$ cat src/rtl/wb_reg_bridge.sv
// rtl/wb_reg_bridge.sv - Wishbone classic slave bridged onto a peripheral register port
// Decodes byte addresses to word registers, with programmable read latency and error termination.
module wb_reg_bridge #(
    parameter int WB_AW    = 32,
    parameter int WB_DW    = 32,
    parameter int REG_AW   = 6,
    parameter int NUM_REGS = 64,
    parameter int RD_LAT   = 1
) (
    input  logic                  clk,
    input  logic                  rst_n,
    input  logic                  wb_cyc_i,
    input  logic                  wb_stb_i,
    input  logic                  wb_we_i,
    input  logic [WB_DW/8-1:0]    wb_sel_i,
    input  logic [WB_AW-1:0]      wb_adr_i,
    input  logic [WB_DW-1:0]      wb_dat_i,
    output logic                  wb_ack_o,
    output logic                  wb_err_o,
    output logic [WB_DW-1:0]      wb_dat_o,
    output logic [REG_AW-1:0]     reg_addr_o,
    output logic [WB_DW-1:0]      reg_wdata_o,
    output logic [WB_DW/8-1:0]    reg_wstrb_o,
    output logic                  reg_wen_o,
    output logic                  reg_ren_o,
    input  logic [WB_DW-1:0]      reg_rdata_i
);

    localparam int SW  = WB_DW / 8;
    localparam int OFS = $clog2(SW);
    localparam logic [REG_AW:0] NUM_REGS_W = (REG_AW + 1)'(NUM_REGS);
    localparam logic [2:0]      WAIT_INIT  = (RD_LAT > 0) ? 3'(RD_LAT - 1) : 3'd0;
    localparam bit              ZERO_LAT   = (RD_LAT == 0);

    typedef enum logic [2:0] {
        S_IDLE  = 3'd0,
        S_WR    = 3'd1,
        S_RD    = 3'd2,
        S_RWAIT = 3'd3,
        S_RESP  = 3'd4,
        S_ERR   = 3'd5
    } state_t;

    state_t              state_q, state_d;
    logic [2:0]          cnt_q, cnt_d;
    logic [REG_AW-1:0]   addr_q, addr_d;
    logic [WB_DW-1:0]    wdata_q, wdata_d;
    logic [SW-1:0]       wstrb_q, wstrb_d;
    logic                wen_q, wen_d;
    logic                ren_q, ren_d;
    logic                ack_q, ack_d;
    logic                err_q, err_d;
    logic                abort_q, abort_d;
    logic [WB_DW-1:0]    dat_q, dat_d;

    logic                req;
    logic                in_range;
    logic [REG_AW-1:0]   word_idx;

    assign req      = wb_cyc_i & wb_stb_i;
    assign word_idx = wb_adr_i[OFS +: REG_AW];
    assign in_range = ((wb_adr_i >> (OFS + REG_AW)) == '0) &&
                      ({1'b0, word_idx} < NUM_REGS_W);

    always_comb begin
        state_d = state_q;
        cnt_d   = cnt_q;
        addr_d  = addr_q;
        wdata_d = wdata_q;
        wstrb_d = wstrb_q;
        dat_d   = dat_q;
        abort_d = abort_q;
        wen_d   = 1'b0;
        ren_d   = 1'b0;
        ack_d   = 1'b0;
        err_d   = 1'b0;

        case (state_q)
            S_IDLE: begin
                if (req) begin
                    addr_d  = word_idx;
                    wdata_d = wb_dat_i;
                    wstrb_d = wb_sel_i;
                    abort_d = 1'b0;
                    if (!in_range) begin
                        state_d = S_ERR;
                        err_d   = 1'b1;
                    end else if (wb_we_i) begin
                        state_d = S_WR;
                        wen_d   = |wb_sel_i;
                        ack_d   = 1'b1;
                    end else begin
                        state_d = S_RD;
                        ren_d   = 1'b1;
                    end
                end
            end
            S_WR:  state_d = S_IDLE;
            S_ERR: state_d = S_IDLE;
            S_RD: begin
                // A master that drops cyc mid-read forfeits the ack but the read still runs out
                if (!wb_cyc_i) begin
                    abort_d = 1'b1;
                end
                if (ZERO_LAT) begin
                    dat_d   = reg_rdata_i;
                    state_d = S_RESP;
                    ack_d   = !abort_d;
                end else begin
                    cnt_d   = WAIT_INIT;
                    state_d = S_RWAIT;
                end
            end
            S_RWAIT: begin
                if (!wb_cyc_i) begin
                    abort_d = 1'b1;
                end
                if (cnt_q == 3'd0) begin
                    dat_d   = reg_rdata_i;
                    state_d = S_RESP;
                    ack_d   = !abort_d;
                end else begin
                    cnt_d = cnt_q - 3'd1;
                end
            end
            S_RESP:  state_d = S_IDLE;
            default: state_d = S_IDLE;
        endcase
    end

    always_ff @(posedge clk or negedge rst_n) begin
        if (!rst_n) begin
            state_q <= S_IDLE;
            cnt_q   <= '0;
            addr_q  <= '0;
            wdata_q <= '0;
            wstrb_q <= '0;
            wen_q   <= 1'b0;
            ren_q   <= 1'b0;
            ack_q   <= 1'b0;
            err_q   <= 1'b0;
            abort_q <= 1'b0;
            dat_q   <= '0;
        end else begin
            state_q <= state_d;
            cnt_q   <= cnt_d;
            addr_q  <= addr_d;
            wdata_q <= wdata_d;
            wstrb_q <= wstrb_d;
            wen_q   <= wen_d;
            ren_q   <= ren_d;
            ack_q   <= ack_d;
            err_q   <= err_d;
            abort_q <= abort_d;
            dat_q   <= dat_d;
        end
    end

    // Terminations are qualified live so a master leaving the cycle never sees a stray ack/err
    assign wb_ack_o    = ack_q & req;
    assign wb_err_o    = err_q & req;
    assign wb_dat_o    = dat_q;
    assign reg_addr_o  = addr_q;
    assign reg_wdata_o = wdata_q;
    assign reg_wstrb_o = wstrb_q;
    assign reg_wen_o   = wen_q;
    assign reg_ren_o   = ren_q;

endmodule

$ cat config.mk
export PLATFORM = sky130hd
export DESIGN_NAME = wb_reg_bridge
export DESIGN_NICKNAME = d
export VERILOG_FILES = /design/src/rtl/wb_reg_bridge.sv
export SDC_FILE = /design/constraint.sdc
export NUM_CORES = 1
export LEC_CHECK = 0
export CAP_MARGIN = 30
export CORE_MARGIN = 2
export CORE_UTILIZATION = 39
export CTS_CLUSTER_SIZE = 25
export DETAILED_ROUTE_END_ITERATION = 10
export GPL_ROUTABILITY_DRIVEN = 0
export PLACE_DENSITY_LB_ADDON = 0.08
export SYNTH_ARGS = -nofsm -noshare
export SYNTH_HDL_FRONTEND = slang
export SYNTH_SLANG_ARGS = --single-unit
$ cat constraint.sdc
create_clock -name clk -period 2.6 [get_ports clk]
set_clock_uncertainty 0.1 [all_clocks]
set_input_delay 0.26 -clock clk [delete_from_list [all_inputs] [get_ports clk]]
set_output_delay 0.26 -clock clk [all_outputs]
set_load 0.005 [all_outputs]
# Word-level counts from Yosys, hierarchy flattened
# Cells that the tools add are included.
[op_classes]
n_reduce_logical = 12
add_sub_neg = 1
n_mux = 27
bitwise = 3
n_eq_ne = 5
[op_table]
columns = ["operator", "count"]
rows = [
  ["logical NOT 32 bit", 1],
  ["two-way mux 1 bit", 18],
  ["two-way mux 3 bit", 4],
  ["AND reduction 2 bit", 5],
  ["case mux 3 bit (3 select lines)", 1],
  ["equality test 3 x 2 -> 1 bit, second input constant", 2],
  ["logical NOT 3 bit", 2],
  ["!= test 2 bit, second input constant", 3],
  ["case mux 3 bit (2 select lines)", 1],
  ["OR reduction 4 bit", 1],
  ["bitwise AND 1 bit", 3],
  ["case mux 1 bit (3 select lines)", 1],
  ["nonzero test 3 bit", 1],
  ["subtractor 3 x 1 -> 3 bit, second input constant", 1],
  ["two-way mux 2 bit", 1],
  ["case mux 1 bit (2 select lines)", 1],
  ["nonzero test 2 bit", 1],
  ["logical NOT 1 bit", 1],
]
[totals]
out_inout_bits = 78
wordCells = 59
ff_bits = 85
input_bits = 105

# Longest topological paths before layout
# Gate-level depths: netlist of the first run.
[logic_depth]
word_depth = 5
ltp_mapped = 8
ltp_nobuf = 6

# Worst setup path before layout of the first run
# No wires, ideal clock.
[synth_timing]
path_kind = "register to register"
start = "register cnt_q[0]"
end = "register dat_q[0] (netlist: wb_dat_o[0])"
path_stages_with_launch = 8
period_less_slack_ns = 1.875
setup_time_ns = 0.125
arrival_time_ns = 1.650
path_buffers = 2
slack_ns = 0.725
required_time_ns = 2.375
cell_sequence = "dfrtp_1 -> inv_1 -> ha_1 -> ha_1 -> and4b_1 -> buf_2 -> buf_4 -> mux2_2"
[synth_via]
elab_chain_cells = 2
[synth_lines]
columns = ["element", "line_no", "source"]
rows = [
  ["start, declared", "45", "logic [2:0] cnt_q, cnt_d;"],
  ["start signal, assigned", "146", "cnt_q <= cnt_d;"],
  ["logical NOT 3 bit", "118", "if (cnt_q == 3'd0) begin"],
  ["AND reduction 2 bit (no source line)", "-", ""],
  ["end signal, assigned", "155", "dat_q <= dat_d;"],
  ["end, declared", "54", "logic [WB_DW-1:0] dat_q, dat_d;"],
]
# No other way between the ends.
# A chain may end at the register's enable or synchronous reset.

# Worst setup path after layout of the first run
[layout_timing]
start = "register cnt_q[1]"
end = "register dat_q[4] (netlist: wb_dat_o[4])"
# Same word-level chain as after synthesis.

==> results.json, run 1 <==
{
  "critPathTopFamily": "flip-flops",
  "grt_pass1_vias": 2656,
  "cts_resized": 0,
  "root_buffer": "clkbuf_8",
  "post_cts_buffers": 0,
  "slowest_delay_ns": 0.40,
  "viasPerCell": 4.87,
  "core_um2": 8720,
  "power_density_nw_per_um2": 583,
  "netlist_area_um2": 3500,
  "ys_warn_count": 0,
  "avgSynthCellArea_um2": 16.0,
  "netlist_instances": 219,
  "drt_iter0_markers": 40,
  "antenna_cells": 0,
  "max_freq_mhz": 493,
  "critPathLaunch": "cnt_q[1]",
  "required_ns": 2.73,
  "die_w_um": 98.7,
  "die-area_um2": 9740,
  "nNetsFinal": 514,
  "crit_top_cell": "ha_1",
  "synth_edf_count": 0,
  "post_drt_wl_per_cell_um": 15.7,
  "setup_viol": 0,
  "top_layer": "met4",
  "relSlewSlack_pct": 52.4,
  "port_buffers": 180,
  "yosys-top-cells-area": "dfrtp_1 (61%), mux2_2 (17%), mux2_4 (8.6%), buf_12 (1.7%), nor4_1 (1.4%)",
  "critPathBufInv": 2,
  "htreeDepth": 3,
  "peakVddDrop_mv": 0.285,
  "yosys-top-cells-count": "dfrtp_1 (85), mux2_2 (54), mux2_4 (20)",
  "routed_wl_mm": 8.13,
  "synth_sequential_area_ratio_pct": 60.8,
  "grt_overflow_total": 0,
  "clock-sinks": 85,
  "grt_max_degree": 50,
  "clock_latency_ns": 0.33,
  "die_y_um": 98.7,
  "crit_chain": "inv_1, ha_1, ha_1, and4b_1, buf_12, mux2_2",
  "drc": 0,
  "wl_met3_um": 580,
  "synth-seq-cells": 85,
  "async_flop_share_pct": 100,
  "start_util_pct": 40.1,
  "clk_pin_slew_worst_paths_ns": 0.08,
  "holdCritPathClass": "in -> async",
  "grt_antenna_before_repair": 0,
  "maxCapViolCount": 0,
  "tns_ns": 0,
  "p_leak_uw": 0.00231,
  "wl_met1_mm": 3.58,
  "pin_count": 183,
  "rr_startpoint": "cnt_q[1]",
  "worst_pin_slew_ns": 0.708,
  "ys_types": 35,
  "route.met2.wl_mm": 3.85,
  "track_usage_pct": 17.2,
  "fillCellCount": 705,
  "finalCritPeriodShare_pct": 78.1,
  "arrival_ns": 2.16,
  "ys.flop_type": "dfrtp_1",
  "dp_hpwl_mm": 6.19,
  "dp.cells": 503,
  "synth_top_area_cell": "dfrtp_1",
  "critPathSlowestCell": "dfrtp_1",
  "synth_most_common_cell": "dfrtp_1",
  "area_growth_pct": 60.6,
  "antenna_left": 0,
  "num_rows": 34,
  "path_class": "reg -> reg",
  "cp-end-kind": "register",
  "routed-via-count": 2525,
  "rsz0062_at_grt": "false",
  "min_period_ns": 2.03,
  "worst-path-max-fanout": 25,
  "stdcell_count": 518,
  "start_kind": "register",
  "clock_path_buffers": 2,
  "syn-num-nets": 326,
  "cts_buffers": 9,
  "first_pass_iters": 4,
  "drive_gt1_share_pct": 23.9,
  "synth.top_cell.area_share_pct": 60.8,
  "hold_viol": 0,
  "cts_tree": "done",
  "finalMaxSlewViolations": 0,
  "grt_first_pass_wirelength_mm": 13.4,
  "outcome": "finished, final reports clean"
}
==> power by group <==
part           internal (uW)  total, uW  switching [uW]
Clock                    458        904             446
Sequential              1490       1570            84.0
Combinational            588        801             213
Total                   2530       3280             743
==> registers in the layout (all words and copies together) (netlist names), 3 cells and up <==
register / flops
cnt_q: 3
reg_addr_o: 6
reg_wdata_o: 32
reg_wstrb_o: 4
state_q: 3
wb_dat_o: 32
==> timing repair <==
item                                    in CTS  in global routing
endpoints found under the hold margin       48                  0
endpoints found under the setup margin       0                  0
hold buffers                                 1                  0
==> layer usage <==
metal | track usage [%] | vias up
li1 | - | 1174
met1 | 22.7 | 1228
met2 | 27.7 | 114
met3 | 4.75 | 9
met4 | 6.01 | 0
met5 | 0 | -
==> kinds of logic after synthesis <==
logic type | count (synthesis) | synth area share (%)
simple gates | 32 | 6.30
mux | 74 | 26.0
compound gates | 14 | 3.08
buf+inv | 12 | 3.15
flops | 85 | 60.8
fa+ha+maj | 2 | 0.715
==> layout make-up <==
class / instances / area (um^2) / share of cell area (%)
multi-input combinational: 122 / 1260 / 22.4
clock inverter: 4 / 50.0 / 0.891
clock buffer: 10 / 138 / 2.45
sequential: 85 / 2130 / 37.9
timing repair buffer: 186 / 1900 / 33.8
tap: 108 / 135 / 2.40
inverter: 3 / 11.3 / 0.200
==> metrics by stage <==
stage	total power, uW	worst slack [ns]	hold WS, ns	util, %	cell area, um^2
final	3280	0.570	0.373	64.4	5620
after CTS	3330	0.545	0.388	64.4	5620
after floorplan	1850	0.725	-0.136	-	3500
after global routing	3440	0.423	0.410	64.4	5620
after global placement	2390	0.552	0.233	62.2	5420
after detailed placement	2410	0.543	0.233	62.2	5420
==> layout by cell type, fill, tap and decap left out, types with 2 or more instances in the layout <==
| cell type | n |
|---|---|
| inv_1 | 3 |
| a31oi_1 | 2 |
| a22o_1 | 2 |
| o31ai_1 | 2 |
| or4_1 | 2 |
| nand2_1 | 5 |
| ha_1 | 2 |
| clkinvlp_4 | 2 |
| buf_12 | 4 |
| nand4_1 | 3 |
| dfrtp_1 | 85 |
| buf_4 | 2 |
| nor4_1 | 8 |
| clkdlybuf4s50_1 | 179 |
| mux2_2 | 54 |
| clkbuf_8 | 10 |
| mux2_4 | 20 |
| and3_1 | 3 |
| o21ai_0 | 2 |
==> path summary, 6_finish.rpt <==
kind | to | slack [ns] | cells after the start
min in group clk | abort_q | 0.40 | 1
setup reg to reg | wb_dat_o[4] | 0.57 | 6
max in group asynchronous | wb_dat_o[15] | 1.37 | 3
hold reg to reg | abort_q | 0.40 | 1
hold / removal | reg_wdata_o[25] | 0.37 | 2
setup / recovery | wb_dat_o[4] | 0.57 | 6
Note: power is estimated with default switching activity, not from simulation.
==> inputs of run 2 (changes only) <==
CORE_UTILIZATION = 36   (was 39)
clock period = 1.8 ns   (was 2.6 ns; I/O delays follow)
==> run 2 against run 1 <==
  * Register-to-register slack lost 0.56 ns
  * Die area grew 8.0%
  * Total power grew 41%
  * Maximum frequency grew 13%
  * Critical endpoint unchanged
  * Largest cell class unchanged
==> results.json, run 2 (synthesis gave the netlist of run 1 again) <==
{
  "finalCritPeriodShare_pct": 99.5,
  "min_period_ns": 1.79,
  "die_w_um": 103,
  "cts_buffers": 9,
  "nNetsFinal": 522,
  "finalMaxSlewViolations": 0,
  "routed-via-count": 2554,
  "maxCapViolCount": 0,
  "worst-path-max-fanout": 25,
  "peakVddDrop_mv": 0.378,
  "first_pass_iters": 3,
  "worst_pin_slew_ns": 0.451,
  "grt_overflow_total": 0,
  "clock-sinks": 85,
  "clockPowerShare_pct": 25.6,
  "num_rows": 35,
  "p_seq_share_pct": 49.0,
  "root_buffer": "clkbuf_8",
  "fillCellCount": 776,
  "drt_iter0_markers": 49,
  "relSlewSlack_pct": 69.9,
  "die-area_um2": 10500,
  "clk_pin_slew_worst_paths_ns": 0.09,
  "clock_latency_ns": 0.34,
  "cp-end-kind": "register",
  "grt_antenna_before_repair": 0,
  "critPathTopFamily": "flip-flops",
  "r2r_setup_slack_ns": 0.01,
  "area_growth_pct": 62.8,
  "critPathSlowestCell": "dfrtp_1",
  "holdCritPathClass": "in -> async",
  "power_density_nw_per_um2": 811,
  "required_ns": 1.92,
  "track_usage_pct": 15.6,
  "antenna_left": 0,
  "drive_gt1_share_pct": 25.7,
  "start_util_pct": 37.5,
  "p_total_uw": 4620,
  "grt_pass1_vias": 2580,
  "post_cts_buffers": 0,
  "core_um2": 9330,
  "p_int_uw": 3510,
  "p_leak_uw": 0.00234,
  "max_freq_mhz": 559,
  "drc": 0,
  "stdcell_count": 549,
  "switchingPower_uw": 1110,
  "pin_count": 183,
  "antenna_cells": 0,
  "crit_chain": "inv_1, ha_1, ha_2, and4b_2, buf_12, mux2_2",
  "clock_path_buffers": 2,
  "dp.cells": 532,
  "final_cell_mix": "clkdlybuf4s50_1 (179), dfrtp_1 (85), mux2_2 (54)",
  "dp_hpwl_mm": 6.26,
  "routed_wl_mm": 8.23,
  "post_drt_wl_per_cell_um": 15.0,
  "path_class": "reg -> reg",
  "die_y_um": 103,
  "regArea_um2": 2130,
  "outcome": "finished, final reports clean",
  "port_buffers": 180,
  "htreeDepth": 3,
  "viasPerCell": 4.65,
  "critPathBufInv": 2,
  "slowest_delay_ns": 0.40,
  "setup_viol": 0,
  "start_kind": "register",
  "layout.cells.most_common": "clkdlybuf4s50_1",
  "arrival_ns": 1.91,
  "grt_first_pass_wirelength_mm": 12.8,
  "multi_input_area_um2": 1260,
  "pwr-share-comb_pct": 25.3,
  "sw_frac_of_total_pct": 24.0,
  "hold_viol": 0,
  "grt_max_degree": 86,
  "rsz0062_at_grt": "true",
  "cts_tree": "done"
}
==> run 2: changes by cell type in the layout (fill, tap and decap cells not counted) <==
cell       previous run  this run
bufinv_16             1         0
clkinv_4              0         2
ha_1                  2         1
clkbuf_1              0         2
and4b_1               1         0
and4b_2               0         1
buf_4                 2         9
buf_6                 0         1
clkbuf_8             10         9
ha_2                  0         1
==> run 2: power by group through the flow <==
stage                     combinational, uW  sequential (uW)  clock (uW)
after floorplan                         339             2330           0
after global routing                   1260             2300        1330
after detailed placement               1180             2310           0
after CTS                              1190             2270        1230
final                                  1170             2270        1180
after global placement                 1170             2300           0
==> run 2: path summary, 6_finish.rpt <==
path,start,endpoint,cells past startpoint
worst min register to register,abort_q,abort_q,1
worst max-delay path,cnt_q[1],wb_dat_o[4],6
worst max register to register,cnt_q[1],wb_dat_o[4],6
min in group clk,wb_dat_i[9],reg_wdata_o[9],2
max in group asynchronous,rst_n,reg_wstrb_o[2],3
worst min-delay path,rst_n,reg_wdata_o[26],3
==> run 2: layer usage <==
metal | vias to the layer above | GRT usage (%) | wire length [um]
met5 | - | 0 | 0
met3 | 9 | 4.61 | 675
met1 | 1248 | 19.3 | 3460
met4 | 0 | 4.31 | 79
met2 | 99 | 26.8 | 4020
li1 | 1198 | - | -
==> run 2: final cells by class <==
cell class / count / area share (%)
clock inverters: 5 / 0.659
inverters: 3 / 0.198
multi-input cells: 122 / 22.2
repair buffers: 194 / 34.4
well taps: 129 / 2.83
flip-flops and latches: 85 / 37.4
clock buffers: 11 / 2.31
==> run 2: stage by stage <==
step / util, % / cell area (um^2) / hold WS, ns / worst slack [ns] / TNS [ns]
6_report: 61.0 / 5690 / 0.314 / 0.00972 / 0
5_1_grt: 61.0 / 5690 / 0.327 / -0.0587 / -1.08
4_1_cts: 61.0 / 5690 / 0.327 / -0.00782 / -0.0169
3_5_place_dp: 59.1 / 5510 / 0.154 / -0.0675 / -0.0958
3_3_place_gp: 59.1 / 5510 / 0.156 / -0.0550 / -0.0550
2_1_floorplan: - / 3510 / -0.216 / 0.00776 / 0
==> run 2: timing repair <==
action | 4_1_cts | 5_1_grt
hold buffers | 1 | 0
hold endpoints to repair | 85 | 0
gates resized for setup | 0 | 2
gates cloned | 0 | 0
setup endpoints to repair | 4 | 32
==> run 2: worst register-to-register path, delay by kind of cell, from the launching register on <==
family	cells	cell delay, ns
flops	1	0.40
buf+inv	2	0.25
simple gates	1	0.27
mux	1	0.35
fa+ha+maj	2	0.31
==> inputs of run 3 (changes only) <==
--- a/config.mk
+++ b/config.mk
@@ -9,3 +9,3 @@
 export CORE_MARGIN = 2
-export CORE_UTILIZATION = 36
+export CORE_UTILIZATION = 43
 export CTS_CLUSTER_SIZE = 25
==> constraint.sdc (replaced) <==
create_clock -name clk -period 2.3 [get_ports clk]
set_clock_uncertainty 0.1 [all_clocks]
set_input_delay 0.23 -clock clk [delete_from_list [all_inputs] [get_ports clk]]
set_output_delay 0.23 -clock clk [all_outputs]
set_load 0.05 [all_outputs]
==> run 3 against run 2 <==
  * Clock power is 19% lower
  * Count of clock-buffer cells in the layout stayed put
  * Via count is 0.16% higher
  * Critical path depth stayed put
  * Register-to-register slack better by 0.32 ns
  * Worst hold slack worse by 0.023 ns
  * Global-route usage is 2.5 points higher
  * Critical endpoint is now wb_dat_o[15]
  * Largest cell class unchanged
==> results.json, run 3 (synthesis gave the netlist of run 1 again) <==
{
  "power_density_nw_per_um2": 766,
  "track_usage_pct": 18.1,
  "grt_max_degree": 53,
  "arrival_ns": 2.09,
  "drc": 0,
  "cts_buffers": 9,
  "switchingPower_uw": 1500,
  "fillCellCount": 581,
  "grt_antenna_before_repair": 0,
  "start_kind": "register",
  "clock-sinks": 85,
  "first_pass_iters": 6,
  "num_rows": 32,
  "p_leak_uw": 0.00232,
  "max_freq_mhz": 508,
  "final_cell_mix": "clkdlybuf4s50_1 (177), dfrtp_1 (85), mux2_2 (54)",
  "p_int_uw": 2790,
  "cts_tree": "done",
  "clk_pin_slew_worst_paths_ns": 0.08,
  "setup_viol": 0,
  "dp_hpwl_mm": 6.03,
  "grt_overflow_total": 0,
  "place_ws_ns": 0.344,
  "hold_viol": 0,
  "path_class": "reg -> reg",
  "worst_pin_slew_ns": 0.652,
  "port_buffers": 180,
  "worst-path-max-fanout": 28,
  "root_buffer": "clkbuf_8",
  "p_seq_share_pct": 41.4,
  "post_cts_buffers": 0,
  "required_ns": 2.42,
  "dp.cells": 498,
  "clock_path_buffers": 2,
  "layout.cells.most_common": "clkdlybuf4s50_1",
  "clock_latency_ns": 0.34,
  "maxCapViolCount": 0,
  "htreeDepth": 3,
  "start_util_pct": 44.8,
  "cp-end-kind": "register",
  "pwr-share-comb_pct": 36.3,
  "outcome": "finished, final reports clean",
  "final.setup.worst_slack_ns": 0.330,
  "core_um2": 7810,
  "peakVddDrop_mv": 0.382,
  "sw_frac_of_total_pct": 34.9,
  "relSlewSlack_pct": 56.1,
  "die-area_um2": 8870,
  "timing.hold.ws_ns": 0.291,
  "antenna_left": 0,
  "routed-via-count": 2558,
  "pin_count": 183,
  "utilization_pct": 71.6,
  "drt_iter0_markers": 46,
  "stdcell_count": 514,
  "die_y_um": 94.2,
  "die_w_um": 94.2,
  "routed_wl_mm": 7.99,
  "viasPerCell": 4.98,
  "area_growth_pct": 59.8,
  "grt_first_pass_wirelength_mm": 12.5,
  "antenna_cells": 0,
  "post_drt_wl_per_cell_um": 15.5,
  "min_period_ns": 1.97,
  "nNetsFinal": 515,
  "drive_gt1_share_pct": 24.8,
  "holdCritPathClass": "in -> async",
  "rsz0062_at_grt": "false",
  "grt_pass1_vias": 2563,
  "finalMaxSlewViolations": 0,
  "clockPowerShare_pct": 22.2,
  "finalCritPeriodShare_pct": 85.6,
  "tns_ns": 0
}
-- run 3: cell count changes in the layout (fill, tap and decap cells not counted), sizes merged --
| cell | before | now |
|---|---|---|
| clkdlybuf4s50 | 179 | 177 |
| clkinvlp | 2 | 0 |
| clkinv | 3 | 4 |
| buf | 14 | 9 |
-- run 3: power groups by stage --
stage / Combinational [uW] / Clock (uW) / Sequential [uW]
2_1_floorplan: 267 / 0 / 2470
3_3_place_gp: 1550 / 0 / 1800
3_5_place_dp: 1560 / 0 / 1810
4_1_cts: 1570 / 985 / 1780
5_1_grt: 1620 / 1060 / 1800
6_report: 1560 / 951 / 1770
-- run 3: area by class of cell --
| type | instances | area [um^2] | area share (%) |
|---|---|---|---|
| clock buffers | 11 | 151 | 2.71 |
| clock inverters | 4 | 23.8 | 0.425 |
| inverters | 3 | 11.3 | 0.201 |
| multi-input cells | 122 | 1260 | 22.6 |
| flip-flops and latches | 85 | 2130 | 38.1 |
| well taps | 102 | 128 | 2.28 |
| repair buffers | 187 | 1890 | 33.8 |
-- run 3: what timing repair did --
item	CTS	global route
setup endpoints to repair	0	0
endpoints found under the hold margin	33	0
hold buffers	1	0
gates resized for setup	0	0
-- run 3: final timing paths --
kind / from / endpoint / slack (ns) / depth (start not counted)
hold / removal: rst_n / reg_wdata_o[24] / 0.29 / 2
setup reg to reg: cnt_q[0] / wb_dat_o[15] / 0.33 / 6
setup / recovery: cnt_q[0] / wb_dat_o[15] / 0.33 / 6
min in group clk: reg_rdata_i[24] / wb_dat_o[24] / 0.40 / 2
hold reg to reg: abort_q / abort_q / 0.40 / 1
max in group asynchronous: rst_n / reg_wdata_o[28] / 1.17 / 3
-- run 3: per-stage QoR --
stage	power (uW)	cell area, um^2
finish	4280	5590
detailed placement	3370	5400
global route	4480	5590
CTS	4330	5590
floorplan	2740	3500
global placement	3350	5400
-- run 3: worst max-delay path: stages (launching register included) --
cell and delay (ns):
dfrtp_1 0.40, inv_1 0.06, ha_1 0.14, ha_1 0.28, and4b_1 0.30, buf_12 0.20, mux2_2 0.35
-- run 3: metal layers --
layer / global-route usage (%) / share of wire, % / wire, um / up-vias
li1: - / - / - / 1186
met2: 29.6 / 48 / 3800 / 118
met4: 7.37 / 1.7 / 136 / 0
met1: 23.1 / 42 / 3370 / 1240
met5: 0 / 0 / 0 / -
met3: 4.57 / 8.5 / 682 / 14
